`config.mk`:
```
export PLATFORM = sky130hd
export DESIGN_NAME = regdest_tracker_flat
export DESIGN_NICKNAME = d
export VERILOG_FILES = /design/src/rtl/regdest_tracker_if.sv /design/src/rtl/regdest_tracker.sv /design/src/flat_wrapper.sv
export SDC_FILE = /design/constraint.sdc
export NUM_CORES = 1
export LEC_CHECK = 0
export ABC_AREA = 1
export CORE_ASPECT_RATIO = 1.2
export CORE_MARGIN = 2
export CORE_UTILIZATION = 47
export CTS_CLUSTER_SIZE = 8
export DETAILED_ROUTE_END_ITERATION = 6
export PLACE_DENSITY_LB_ADDON = 0.2
export SLEW_MARGIN = 20
export SYNTH_ARGS = -nofsm -noshare
export SYNTH_HDL_FRONTEND = slang
export SYNTH_SLANG_ARGS = --single-unit
```
`constraint.sdc`:
```
create_clock -name clk -period 2.9 [get_ports clk]
set_input_delay 0.58 -clock clk [delete_from_list [all_inputs] [get_ports clk]]
set_output_delay 0.58 -clock clk [all_outputs]
set_load 0.1 [all_outputs]
```
`src/rtl/regdest_tracker_if.sv`:
```
// -----------------------------------------------------------------------------
// regdest_tracker_if
// Purpose : groups the decode-side inputs and tracker outputs of
//           regdest_tracker into one bundle.
// Signals :
//   instruction_20_16, instruction_15_11 : rt / rd instruction fields
//   sel                                  : destination select
//   issue, retire                        : enqueue / dequeue strobes
//   rs_addr, rt_addr                     : source operands to check
//   dest                                 : combinational selected destination
//   wb_dest, wb_valid                    : oldest pending destination / non-empty
//   count, full                          : occupancy
//   hazard_rs, hazard_rt                 : operand matches a pending entry
//   overflow                             : one-cycle pulse, issue dropped when full
// Modports: master (decode / testbench side), slave (tracker side).
// -----------------------------------------------------------------------------
interface regdest_tracker_if #(
  parameter int unsigned ADDR_W = 5,
  parameter int unsigned DEPTH  = 4
);
  localparam int unsigned CNT_W = $clog2(DEPTH) + 1;

  logic [ADDR_W-1:0] instruction_20_16;
  logic [ADDR_W-1:0] instruction_15_11;
  logic [1:0]        sel;
  logic              issue;
  logic              retire;
  logic [ADDR_W-1:0] rs_addr;
  logic [ADDR_W-1:0] rt_addr;
  logic [ADDR_W-1:0] dest;
  logic [ADDR_W-1:0] wb_dest;
  logic              wb_valid;
  logic [CNT_W-1:0]  count;
  logic              full;
  logic              hazard_rs;
  logic              hazard_rt;
  logic              overflow;

  modport master (
    output instruction_20_16, instruction_15_11, sel, issue, retire,
           rs_addr, rt_addr,
    input  dest, wb_dest, wb_valid, count, full, hazard_rs, hazard_rt,
           overflow
  );

  modport slave (
    input  instruction_20_16, instruction_15_11, sel, issue, retire,
           rs_addr, rt_addr,
    output dest, wb_dest, wb_valid, count, full, hazard_rs, hazard_rt,
           overflow
  );
endinterface

```
`src/rtl/regdest_tracker.sv`:
```
// -----------------------------------------------------------------------------
// regdest_tracker
// Purpose : selects the destination register of the current instruction and
//           tracks in-flight register writes in a small circular FIFO, flagging
//           read-after-write hazards on the two source operands.
// Ports   :
//   clk     : single clock, rising edge
//   reset_n : asynchronous active-low reset
//   bus     : regdest_tracker_if.slave (see interface header for signals)
// Config  : define REGDEST_ZERO_FILTER_EN to drop issues whose destination is
//           register 0 instead of queueing them.
// -----------------------------------------------------------------------------
module regdest_tracker #(
  parameter int unsigned ADDR_W = 5,
  parameter int unsigned DEPTH  = 4,
  parameter int unsigned SP_REG = 29,
  parameter int unsigned RA_REG = 31
) (
  input  logic             clk,
  input  logic             reset_n,
  regdest_tracker_if.slave bus
);
  localparam int unsigned PTR_W = $clog2(DEPTH);
  localparam int unsigned CNT_W = $clog2(DEPTH) + 1;

  logic [DEPTH-1:0][ADDR_W-1:0] r_mem;
  logic [DEPTH-1:0]             r_valid;
  logic [PTR_W-1:0]             r_wr_ptr;
  logic [PTR_W-1:0]             r_rd_ptr;
  logic [CNT_W-1:0]             r_count;
  logic                         r_overflow;

  logic [ADDR_W-1:0] w_dest;
  logic              w_empty;
  logic              w_full;
  logic              w_enq_req;
  logic              w_do_enq;
  logic              w_do_deq;
  logic              w_haz_rs;
  logic              w_haz_rt;

  // Destination select; every sel value maps to a defined register.
  always_comb begin
    w_dest = bus.instruction_20_16;
    case (bus.sel)
      2'b00:   w_dest = bus.instruction_20_16;
      2'b01:   w_dest = bus.instruction_15_11;
      2'b10:   w_dest = ADDR_W'(SP_REG);
      default: w_dest = ADDR_W'(RA_REG);
    endcase
  end

  // Occupancy comes only from the count, never from pointer comparison.
  assign w_empty = (r_count == '0);
  assign w_full  = (r_count == CNT_W'(DEPTH));

`ifdef REGDEST_ZERO_FILTER_EN
  assign w_enq_req = bus.issue && (w_dest != '0);
`else
  assign w_enq_req = bus.issue;
`endif

  // A same-edge retire frees the head slot, so a full queue can still accept.
  assign w_do_deq = bus.retire && !w_empty;
  assign w_do_enq = w_enq_req && (!w_full || w_do_deq);

  // Operand match against every live entry; register 0 never conflicts.
  always_comb begin
    w_haz_rs = 1'b0;
    w_haz_rt = 1'b0;
    for (int i = 0; i < int'(DEPTH); i++) begin
      if (r_valid[i] && (r_mem[i] == bus.rs_addr) && (bus.rs_addr != '0))
        w_haz_rs = 1'b1;
      if (r_valid[i] && (r_mem[i] == bus.rt_addr) && (bus.rt_addr != '0))
        w_haz_rt = 1'b1;
    end
  end

  // FIFO state; on a full swap both pointers hit the same slot and the
  // enqueue's valid set (written last) takes precedence over the clear.
  always_ff @(posedge clk or negedge reset_n) begin
    if (!reset_n) begin
      r_mem      <= '0;
      r_valid    <= '0;
      r_wr_ptr   <= '0;
      r_rd_ptr   <= '0;
      r_count    <= '0;
      r_overflow <= 1'b0;
    end else begin
      r_overflow <= w_enq_req && w_full && !w_do_deq;
      if (w_do_deq) begin
        r_valid[r_rd_ptr] <= 1'b0;
        r_rd_ptr          <= PTR_W'(r_rd_ptr + 1'b1);
      end
      if (w_do_enq) begin
        r_mem[r_wr_ptr]   <= w_dest;
        r_valid[r_wr_ptr] <= 1'b1;
        r_wr_ptr          <= PTR_W'(r_wr_ptr + 1'b1);
      end
      case ({w_do_enq, w_do_deq})
        2'b10:   r_count <= CNT_W'(r_count + 1'b1);
        2'b01:   r_count <= CNT_W'(r_count - 1'b1);
        default: r_count <= r_count;
      endcase
    end
  end

  assign bus.dest      = w_dest;
  assign bus.wb_dest   = w_empty ? '0 : r_mem[r_rd_ptr];
  assign bus.wb_valid  = !w_empty;
  assign bus.count     = r_count;
  assign bus.full      = w_full;
  assign bus.hazard_rs = w_haz_rs;
  assign bus.hazard_rt = w_haz_rt;
  assign bus.overflow  = r_overflow;

endmodule

```
`src/flat_wrapper.sv`:
```
// flat-port wrapper written by rule: the top's interface ports become plain ports
module regdest_tracker_flat 
#(
  parameter int unsigned ADDR_W = 5,
  parameter int unsigned DEPTH  = 4,
  parameter int unsigned SP_REG = 29,
  parameter int unsigned RA_REG = 31
)
  (clk, reset_n, bus_instruction_20_16, bus_instruction_15_11, bus_sel, bus_issue, bus_retire, bus_rs_addr, bus_rt_addr, bus_dest, bus_wb_dest, bus_wb_valid, bus_count, bus_full, bus_hazard_rs, bus_hazard_rt, bus_overflow);
  regdest_tracker_if #(.ADDR_W(ADDR_W), .DEPTH(DEPTH)) bus_i ();
  input  logic clk;
  input  logic reset_n;
  input wire logic [$bits(bus_i.instruction_20_16)-1:0] bus_instruction_20_16;
  input wire logic [$bits(bus_i.instruction_15_11)-1:0] bus_instruction_15_11;
  input wire logic [$bits(bus_i.sel)-1:0] bus_sel;
  input wire logic [$bits(bus_i.issue)-1:0] bus_issue;
  input wire logic [$bits(bus_i.retire)-1:0] bus_retire;
  input wire logic [$bits(bus_i.rs_addr)-1:0] bus_rs_addr;
  input wire logic [$bits(bus_i.rt_addr)-1:0] bus_rt_addr;
  output wire logic [$bits(bus_i.dest)-1:0] bus_dest;
  output wire logic [$bits(bus_i.wb_dest)-1:0] bus_wb_dest;
  output wire logic [$bits(bus_i.wb_valid)-1:0] bus_wb_valid;
  output wire logic [$bits(bus_i.count)-1:0] bus_count;
  output wire logic [$bits(bus_i.full)-1:0] bus_full;
  output wire logic [$bits(bus_i.hazard_rs)-1:0] bus_hazard_rs;
  output wire logic [$bits(bus_i.hazard_rt)-1:0] bus_hazard_rt;
  output wire logic [$bits(bus_i.overflow)-1:0] bus_overflow;
  assign bus_i.instruction_20_16 = bus_instruction_20_16;
  assign bus_i.instruction_15_11 = bus_instruction_15_11;
  assign bus_i.sel = bus_sel;
  assign bus_i.issue = bus_issue;
  assign bus_i.retire = bus_retire;
  assign bus_i.rs_addr = bus_rs_addr;
  assign bus_i.rt_addr = bus_rt_addr;
  assign bus_dest = bus_i.dest;
  assign bus_wb_dest = bus_i.wb_dest;
  assign bus_wb_valid = bus_i.wb_valid;
  assign bus_count = bus_i.count;
  assign bus_full = bus_i.full;
  assign bus_hazard_rs = bus_i.hazard_rs;
  assign bus_hazard_rt = bus_i.hazard_rt;
  assign bus_overflow = bus_i.overflow;
  regdest_tracker #(.ADDR_W(ADDR_W), .DEPTH(DEPTH), .SP_REG(SP_REG), .RA_REG(RA_REG)) u_core (.clk(clk), .reset_n(reset_n), .bus(bus_i));
endmodule
```
# Word-level counts from Yosys, hierarchy flattened
# Index checks and enable logic that the tools add are counted.
op_classes:
  n_eq_ne: 13
  reduce_logical: 31
  muxes: 22
  n_addsub: 4
  bitwise_logic: 3
  n_lt_le_gt_ge: 4
op_table:
  columns: ["op", "count"]
  rows:
  - ["equality test 5 bit", 8]
  - ["logical AND 1 bit", 22]
  - ["bitwise mux 20 bit", 1]
  - ["two-way mux 5 bit", 3]
  - ["case mux 5 bit (3 select lines)", 1]
  - ["binary-select mux 5 bit (select 2 bit)", 1]
  - ["demux 5 bit (select 2 bit)", 1]
  - ["two-way mux 1 bit", 10]
  - ["nonzero test 5 bit", 2]
  - ["two-way mux 4 bit", 2]
  - ["< comparator 2 x 3 -> 1 bit, second input constant", 2]
  - ["case mux 3 bit (2 select lines)", 1]
  - ["adder 2 x 1 -> 2 bit, second input constant", 2]
  - ["AND 4 bit", 1]
  - ["demux 1 bit (select 2 bit)", 2]
  - ["equality test 2 x 1 -> 1 bit, second input constant", 2]
  - ["equality test 2 bit, second input constant", 2]
  - [">= comparator 2 x 1 -> 1 bit, second input constant", 2]
  - ["NOT 4 bit", 1]
  - ["bitwise OR 4 bit", 1]
  - ["adder 3 x 1 -> 3 bit, second input constant", 1]
  - ["equality test 3 bit, second input constant", 1]
  - ["logical NOT 1 bit", 3]
  - ["logical NOT 3 bit", 1]
  - ["4 further kinds", 4]
totals:
  inputBits: 26
  reg_bits: 32
  out_inout_bits: 18
  word_cells: 86

# Logic depth before layout (Yosys ltp)
# Gate-level depths: netlist of the first run.
depth:
  word_depth: 9
  ltp_mapped: 12
  depth_no_buf: 11

# Worst setup path after synthesis of the first run
# No wires, ideal clock.
synth_path:
  kind: "register to output"
  from: "reg u_core.r_count[1], in the netlist u_core.bus.count[1]"
  to: "out bus_wb_dest[0]"
  path_buffers: 0
  arrival_time_ns: 3.328
  slack_ns: -1.008
  t_required_ns: 2.320
  stages_incl_launch_ff: 5
  path_cell_list: "dfrtp_1 inv_1 nand3_2 inv_1 a21oi_1"
synth_via:
  elab_chain_cells: 2
synth_rtl:
  columns: ["item", "line_no", "rtl"]
  rows:
  - ["start: declaration", "regdest_tracker.sv:30", "logic [CNT_W-1:0] r_count;"]
  - ["start signal: assignment", "regdest_tracker.sv:101", "2'b10: r_count <= CNT_W'(r_count + 1'b1);"]
  - ["start signal: assignment", "regdest_tracker.sv:102", "2'b01: r_count <= CNT_W'(r_count - 1'b1);"]
  - ["start signal: assignment", "regdest_tracker.sv:103", "default: r_count <= r_count;"]
  - ["logical NOT 3 bit", "regdest_tracker.sv:54", "assign w_empty = (r_count == '0);"]
  - ["two-way mux 5 bit", "regdest_tracker.sv:109", "assign bus.wb_dest = w_empty ? '0 : r_mem[r_rd_ptr];"]
  - ["end: declaration", "flat_wrapper.sv:21", "output wire logic [$bits(bus_i.wb_dest)-1:0] bus_wb_dest;"]
# No other way between the ends.

# Worst setup path after layout of the first run
layout_path:
  from: "in bus_rs_addr[4]"
  to: "out bus_hazard_rs"
layout_via:
  elab_chain_cells: 7
  word_cells_on_any_way: 17
  classes_between: "4 x eq/ne; 4 x mux; 9 x reduce/logical"
layout_rtl:
  columns: ["item", "line_no", "rtl"]
  rows:
  - ["start: declaration", "flat_wrapper.sv:18", "input wire logic [$bits(bus_i.rs_addr)-1:0] bus_rs_addr;"]
  - ["equality test 5 bit", "regdest_tracker.sv:72", "if (r_valid[i] && (r_mem[i] == bus.rs_addr) && (bus.rs_addr != '0))"]
  - ["logical AND 1 bit (2 in series)", "regdest_tracker.sv:72", null]
  - ["two-way mux 1 bit (3 in series)", "regdest_tracker.sv:72", null]
  - ["two-way mux 1 bit *", "regdest_tracker.sv:72", null]
  - ["end: declaration", "flat_wrapper.sv:25", "output wire logic [$bits(bus_i.hazard_rs)-1:0] bus_hazard_rs;"]
# Every way passes the cells marked *; elsewhere a longest branch is shown, timed or not.

==> run metrics, run 1 <==
status=finished clean; syn_area_per_cell=6.42 µm²; Setup CP Type=in -> out; FMAX=0.363 GHz; leading area contributor after synthesis=dfrtp_1; Routed Antenna Nets=0; Slew headroom=68.9%; CP startpoint kind=input port; first-pass GRT wire length=10.9 mm; Synth Warn #=0; share of cells above drive strength 1=12.3%; vias in the first global route=2358; most common cell in the netlist=nand2_1; Clock transition at path regs=60 ps; largest net degree at the start of global routing=33; Yosys cell types=24; clock sink count=32; clock skew=6.84 ps; DR WL/cell=13.8 µm; Post-DP Area=3050 µm²; actual slew at the worst max-slew pin=466 ps; Area Growth Syn to Fin=34.2%; Top Ports=44; # nets final=449; GRT Overall Usage=26.9%; synth top area cells=dfrtp_1 34%, nand2_1 22%, o21ai_0 9.0%, inv_1 7.7%, nor2_1 6.1%; Crit Path Max Fanout=5; Clk Latency, worst-skew pair=290 ps; Placer Congestion=0.896; cts hold-fix bufs=0; crit share post-route=95.0%; worst path bufs/invs=3; top_reg_cell synth=dfrtp_1; Crit path max-delay family=buffers and inverters; Synth top cells by count=140 x nand2_1, 48 x inv_1, 42 x o21ai_0, 38 x nor2_1, 32 x dfrtp_1; IO buf count=43; initial core utilization=48.0%; grt ovf=0; Slowest-stage cell, CP=clkdlybuf4s50_1; post-synthesis async set-or-reset flop share=100%; die height=81.2 µm; die width=68.4 µm; number of antenna diodes=0; peak per-stage delay on the critical path=570 ps; Post-CTS Setup Bufs=0; Final Cell Area=3140 µm²; num rows=28; cell count after synthesis=364; Core ar.=4870 µm²; CTS tree=yes; DRC=0; Final setup viols=0; final hold vios=0; post-synthesis sequential area ratio=34.3%; fin. max-slew vios=0; Tmin final=2760 ps; Synth top area share=34.3%; Arr. time, crit path=2180 ps; max-cap violations=0; Post-synth EDFFs=0; Mapped Area=2340 µm²; Synth Net Count=400; Num CTS Buffers=5; CTS resizes=0; cells along the critical path=clkdlybuf4s50_1 > inv_1 > nand2_1 > nand2_1 > nor2_1 > nand3_1 > nand2_1 > nor2_1 > nor2_2 > buf_12; crit end category=output pin; CP Data Required Time=2320 ps; 1st-pass router iterations=4; Clock Tree Root=clkbuf_8; vias=2469; Iter 0 DRT Violations=171; # placed instances=466; non-filler cells, final=474; vias per cell=5.21; Fin Hold WS=543 ps; Die ar.=5550 µm²; #FFs+latches synth=32; RSZ-0062 raised after global routing=no; WL final=6.55 mm; initial antenna violation count=0; most repeated library cell on the critical path=nand2_1; Fillers=465; H-tree lvl count=2; post-DP HPWL=5.23 mm; maximum clock path buffer count=2; worst hold path class=reg -> reg; setup TNS=0 ps
final cells by class:
| cell class | count | area, µm² | area share [%] |
|---|---|---|---|
| inverter | 50 | 190 | 6.07 |
| tap | 60 | 75.1 | 2.39 |
| multi-input combinational | 278 | 1420 | 45.1 |
| timing repair buffer | 46 | 558 | 17.8 |
| sequential | 32 | 807 | 25.7 |
| clock buffer | 8 | 90.1 | 2.87 |
metrics by stage:
step	util [%]	worst slack (ps)
2_1_floorplan	-	-47.5
5_1_grt	64.4	20.2
3_5_place_dp	62.5	222
4_1_cts	64.4	218
6_report	64.4	144
3_3_place_gp	62.5	225
sequential cells by signal, indices dropped and copies added (netlist names):
signal	count
u_core.bus.overflow	1
u_core.r_rd_ptr	2
u_core.r_mem	20
u_core.r_valid	4
u_core.bus.count	3
u_core.r_wr_ptr	2
worst register-to-register path, stage by stage, from the launching register on:
cell and delay, ps:
dfrtp_2 440, inv_1 140, nand3_4 100, nand2_2 100, nand2_2 70, nand2_4 220, ha_4 170, inv_2 50
fa_2 380, a21oi_1 120, o21ai_1 90, xor2_1 140
worst paths after layout:
kind / depth (start not counted) / slack (ps) / end / from
worst min register to register: 1 / 540 / u_core.bus.count[0] / u_core.bus.count[0]
worst min-delay path: 1 / 540 / u_core.bus.count[0] / u_core.bus.count[0]
worst max register to register: 11 / 750 / u_core.bus.count[2] / u_core.bus.count[1]
min in group asynchronous: 2 / 690 / u_core.bus.count[2] / reset_n
worst max-delay path: 10 / 140 / bus_hazard_rs / bus_rs_addr[4]
max in group asynchronous: 2 / 1890 / u_core.bus.count[2] / reset_n
routing by layer:
layer  GRT usage [%]  vias to the layer above  part of all wire, %
li1                -                     1227                    -
met1            32.6                     1129                   39
met2            46.1                       93                   51
met3            3.88                       20                  5.9
met4            12.6                        0                  3.8
met5               0                        -                    0
cells in the final DEF, fill, tap and decap left out, drive strengths merged:
cell type	instances
nor3	3
a21oi	17
o22ai	4
ha	9
or2	1
xnor2	1
xor2	3
dfrtp	32
clkinv	1
o21ai	43
clkbuf	8
inv	49
nor2	42
clkdlybuf4s50	25
buf	21
nand2	143
fa	1
nand3	11
cells by family after synthesis:
| kind of cell | share of synthesized area, % |
|---|---|
| buffers and inverters | 9.00 |
| and+or+nand+nor | 35.6 |
| AOI/OAI and AO/OA | 13.9 |
| DFF | 34.3 |
| adders and majority gates | 5.68 |
| xor gates and xnor gates | 1.50 |
Power of run 1 is not shown: default switching activity piles up to over one toggle a cycle in this logic, so the estimate is an artifact.
==> inputs of run 2 (changes only) <==
--- a/config.mk
+++ b/config.mk
@@ -6,9 +6,11 @@
 export NUM_CORES = 1
 export LEC_CHECK = 0
 export ABC_AREA = 1
+export CELL_PAD_IN_SITES_DETAIL_PLACEMENT = 0
+export CELL_PAD_IN_SITES_GLOBAL_PLACEMENT = 1
 export CORE_ASPECT_RATIO = 1.2
 export CORE_MARGIN = 2
-export CORE_UTILIZATION = 47
+export CORE_UTILIZATION = 39
 export CTS_CLUSTER_SIZE = 8
 export DETAILED_ROUTE_END_ITERATION = 6
 export PLACE_DENSITY_LB_ADDON = 0.2
==> constraint.sdc (replaced) <==
create_clock -name clk -period 3.4 [get_ports clk]
set_input_delay 0.68 -clock clk [delete_from_list [all_inputs] [get_ports clk]]
set_output_delay 0.68 -clock clk [all_outputs]
set_load 0.1 [all_outputs]
==> run 2 against run 1 <==
Final cell count increased by 4.0%. Clock skew decreased by 3.2 ps. First-iteration DRC count decreased by 39%. Setup slack improved by 310 ps.
==> run metrics, run 2 (synthesis gave the netlist of run 1 again) <==
IO buf count=43; Clock transition at path regs=70 ps; Routed Antenna Nets=0; CP Data Required Time=2720 ps; Final setup viols=0; WL final=6.79 mm; Placer Congestion=0.918; DR WL/cell=13.8 µm; fin. max-slew vios=0; vias per cell=4.84; clock skew=3.62 ps; post-DP HPWL=5.44 mm; Clock Tree Root=clkbuf_8; worst setup margin=453 ps; Slew headroom=34.8%; Arr. time, crit path=2270 ps; reg2reg start=u_core.bus.count[2]; R2R Setup Slk=1030 ps; grt ovf=0; H-tree lvl count=2; RSZ-0062 raised after global routing=no; final hold vios=0; 1st-pass router iterations=4; maximum clock path buffer count=2; vias in the first global route=2199; Leakage=1.58 nW; Iter 0 DRT Violations=105; FMAX=0.339 GHz; Top Ports=44; most common cell after layout, fill and taps aside=nand2_1; Largest register FFs=20; Reg with most FFs=u_core.r_mem; status=finished clean; crit end category=output pin; CTS resizes=0; die height=88.8 µm; Fin Hold WS=547 ps; vias=2385; die width=74.7 µm; most frequent cells in the layout=140 x nand2_1, 48 x inv_1, 42 x o21ai_0; initial antenna violation count=0; initial core utilization=40.9%; first-pass GRT wire length=10.9 mm; Final Cell Area=3030 µm²; Setup CP Type=in -> out; min-delay src=u_core.r_valid[1]; CTS tree=yes; CP startpoint kind=input port; number of antenna diodes=0; reg2reg path depth=11; Post-DP Area=2910 µm²; Tot Pwr=3.35 mW; Critical R2R Capture=u_core.bus.count[2]; actual slew at the worst max-slew pin=974 ps; Core ar.=5710 µm²; share of cells above drive strength 1=8.96%; DRC=0; Clk Latency, worst-skew pair=280 ps; largest net degree at the start of global routing=33; Post-CTS Setup Bufs=0; final core occ=53.2%; # nets final=448; worst slack, placed=472 ps; non-filler cells, final=493; GRT Overall Usage=22.2%; Area Growth Syn to Fin=29.9%; # placed instances=485; cts hold-fix bufs=0; num rows=30; Die ar.=6630 µm²; Crit Path Max Fanout=5; clock sink count=32; Hold Crit Depth=2; setup TNS=0 ps; Tmin final=2950 ps; worst hold path class=reg -> reg; max-cap violations=0; sink of the worst hold path=u_core.r_valid[1]; crit share post-route=86.7%; PwrDens=1100 nW/µm²; VDD IR-drop max=0.000677 V; Num CTS Buffers=5
==> run 2: where the power goes <==
group,internal [mW],total (mW),switching (mW)
clock network,0.259,0.402,0.143
logic,0.569,2.15,1.58
registers,0.577,0.798,0.221
total,1.40,3.35,1.94
==> run 2: cell type report <==
type | count | area [µm²]
Timing Repair Buffer | 45 | 493
Tap cell | 80 | 100
Clock buffer | 7 | 96.3
Inverter | 50 | 188
Multi-Input combinational cell | 278 | 1330
Clock inverter | 1 | 30.0
Fill cell | 607 | 2670
Sequential cell | 32 | 802
==> run 2: how the worst max path moves through the flow <==
stage / slack [ps] / from / end
finish: 450 / bus_rs_addr[4] / bus_hazard_rs
global route: 350 / bus_rt_addr[1] / bus_hazard_rt
CTS: 470 / bus_rs_addr[4] / bus_hazard_rs
detailed placement: 470 / bus_rs_addr[4] / bus_hazard_rs
global placement: 470 / bus_rs_addr[4] / bus_hazard_rs
floorplan: -610 / u_core.bus.count[1] / bus_wb_dest[0]
==> run 2: per-layer routing <==
| layer | wire [µm] | part of all wire [%] | track usage (%) | vias up |
|---|---|---|---|---|
| met3 | 273 | 4.0 | 4.44 | 12 |
| li1 | - | - | - | 1226 |
| met2 | 3420 | 50 | 37.1 | 52 |
| met5 | 0 | 0 | 0 | - |
| met1 | 2940 | 43 | 28.2 | 1095 |
| met4 | 165 | 2.4 | 8.12 | 0 |
==> run 2: critical path: stages <==
cell	delay (ps)
clkdlybuf4s50_1	550
inv_1	130
nand2_1	80
nand2_1	60
nor2_1	180
nand3_1	110
nand2_1	80
nor2_1	40
nor2_1	160
buf_12	200
No activity file was read; power rests on OpenSTA's default activity.
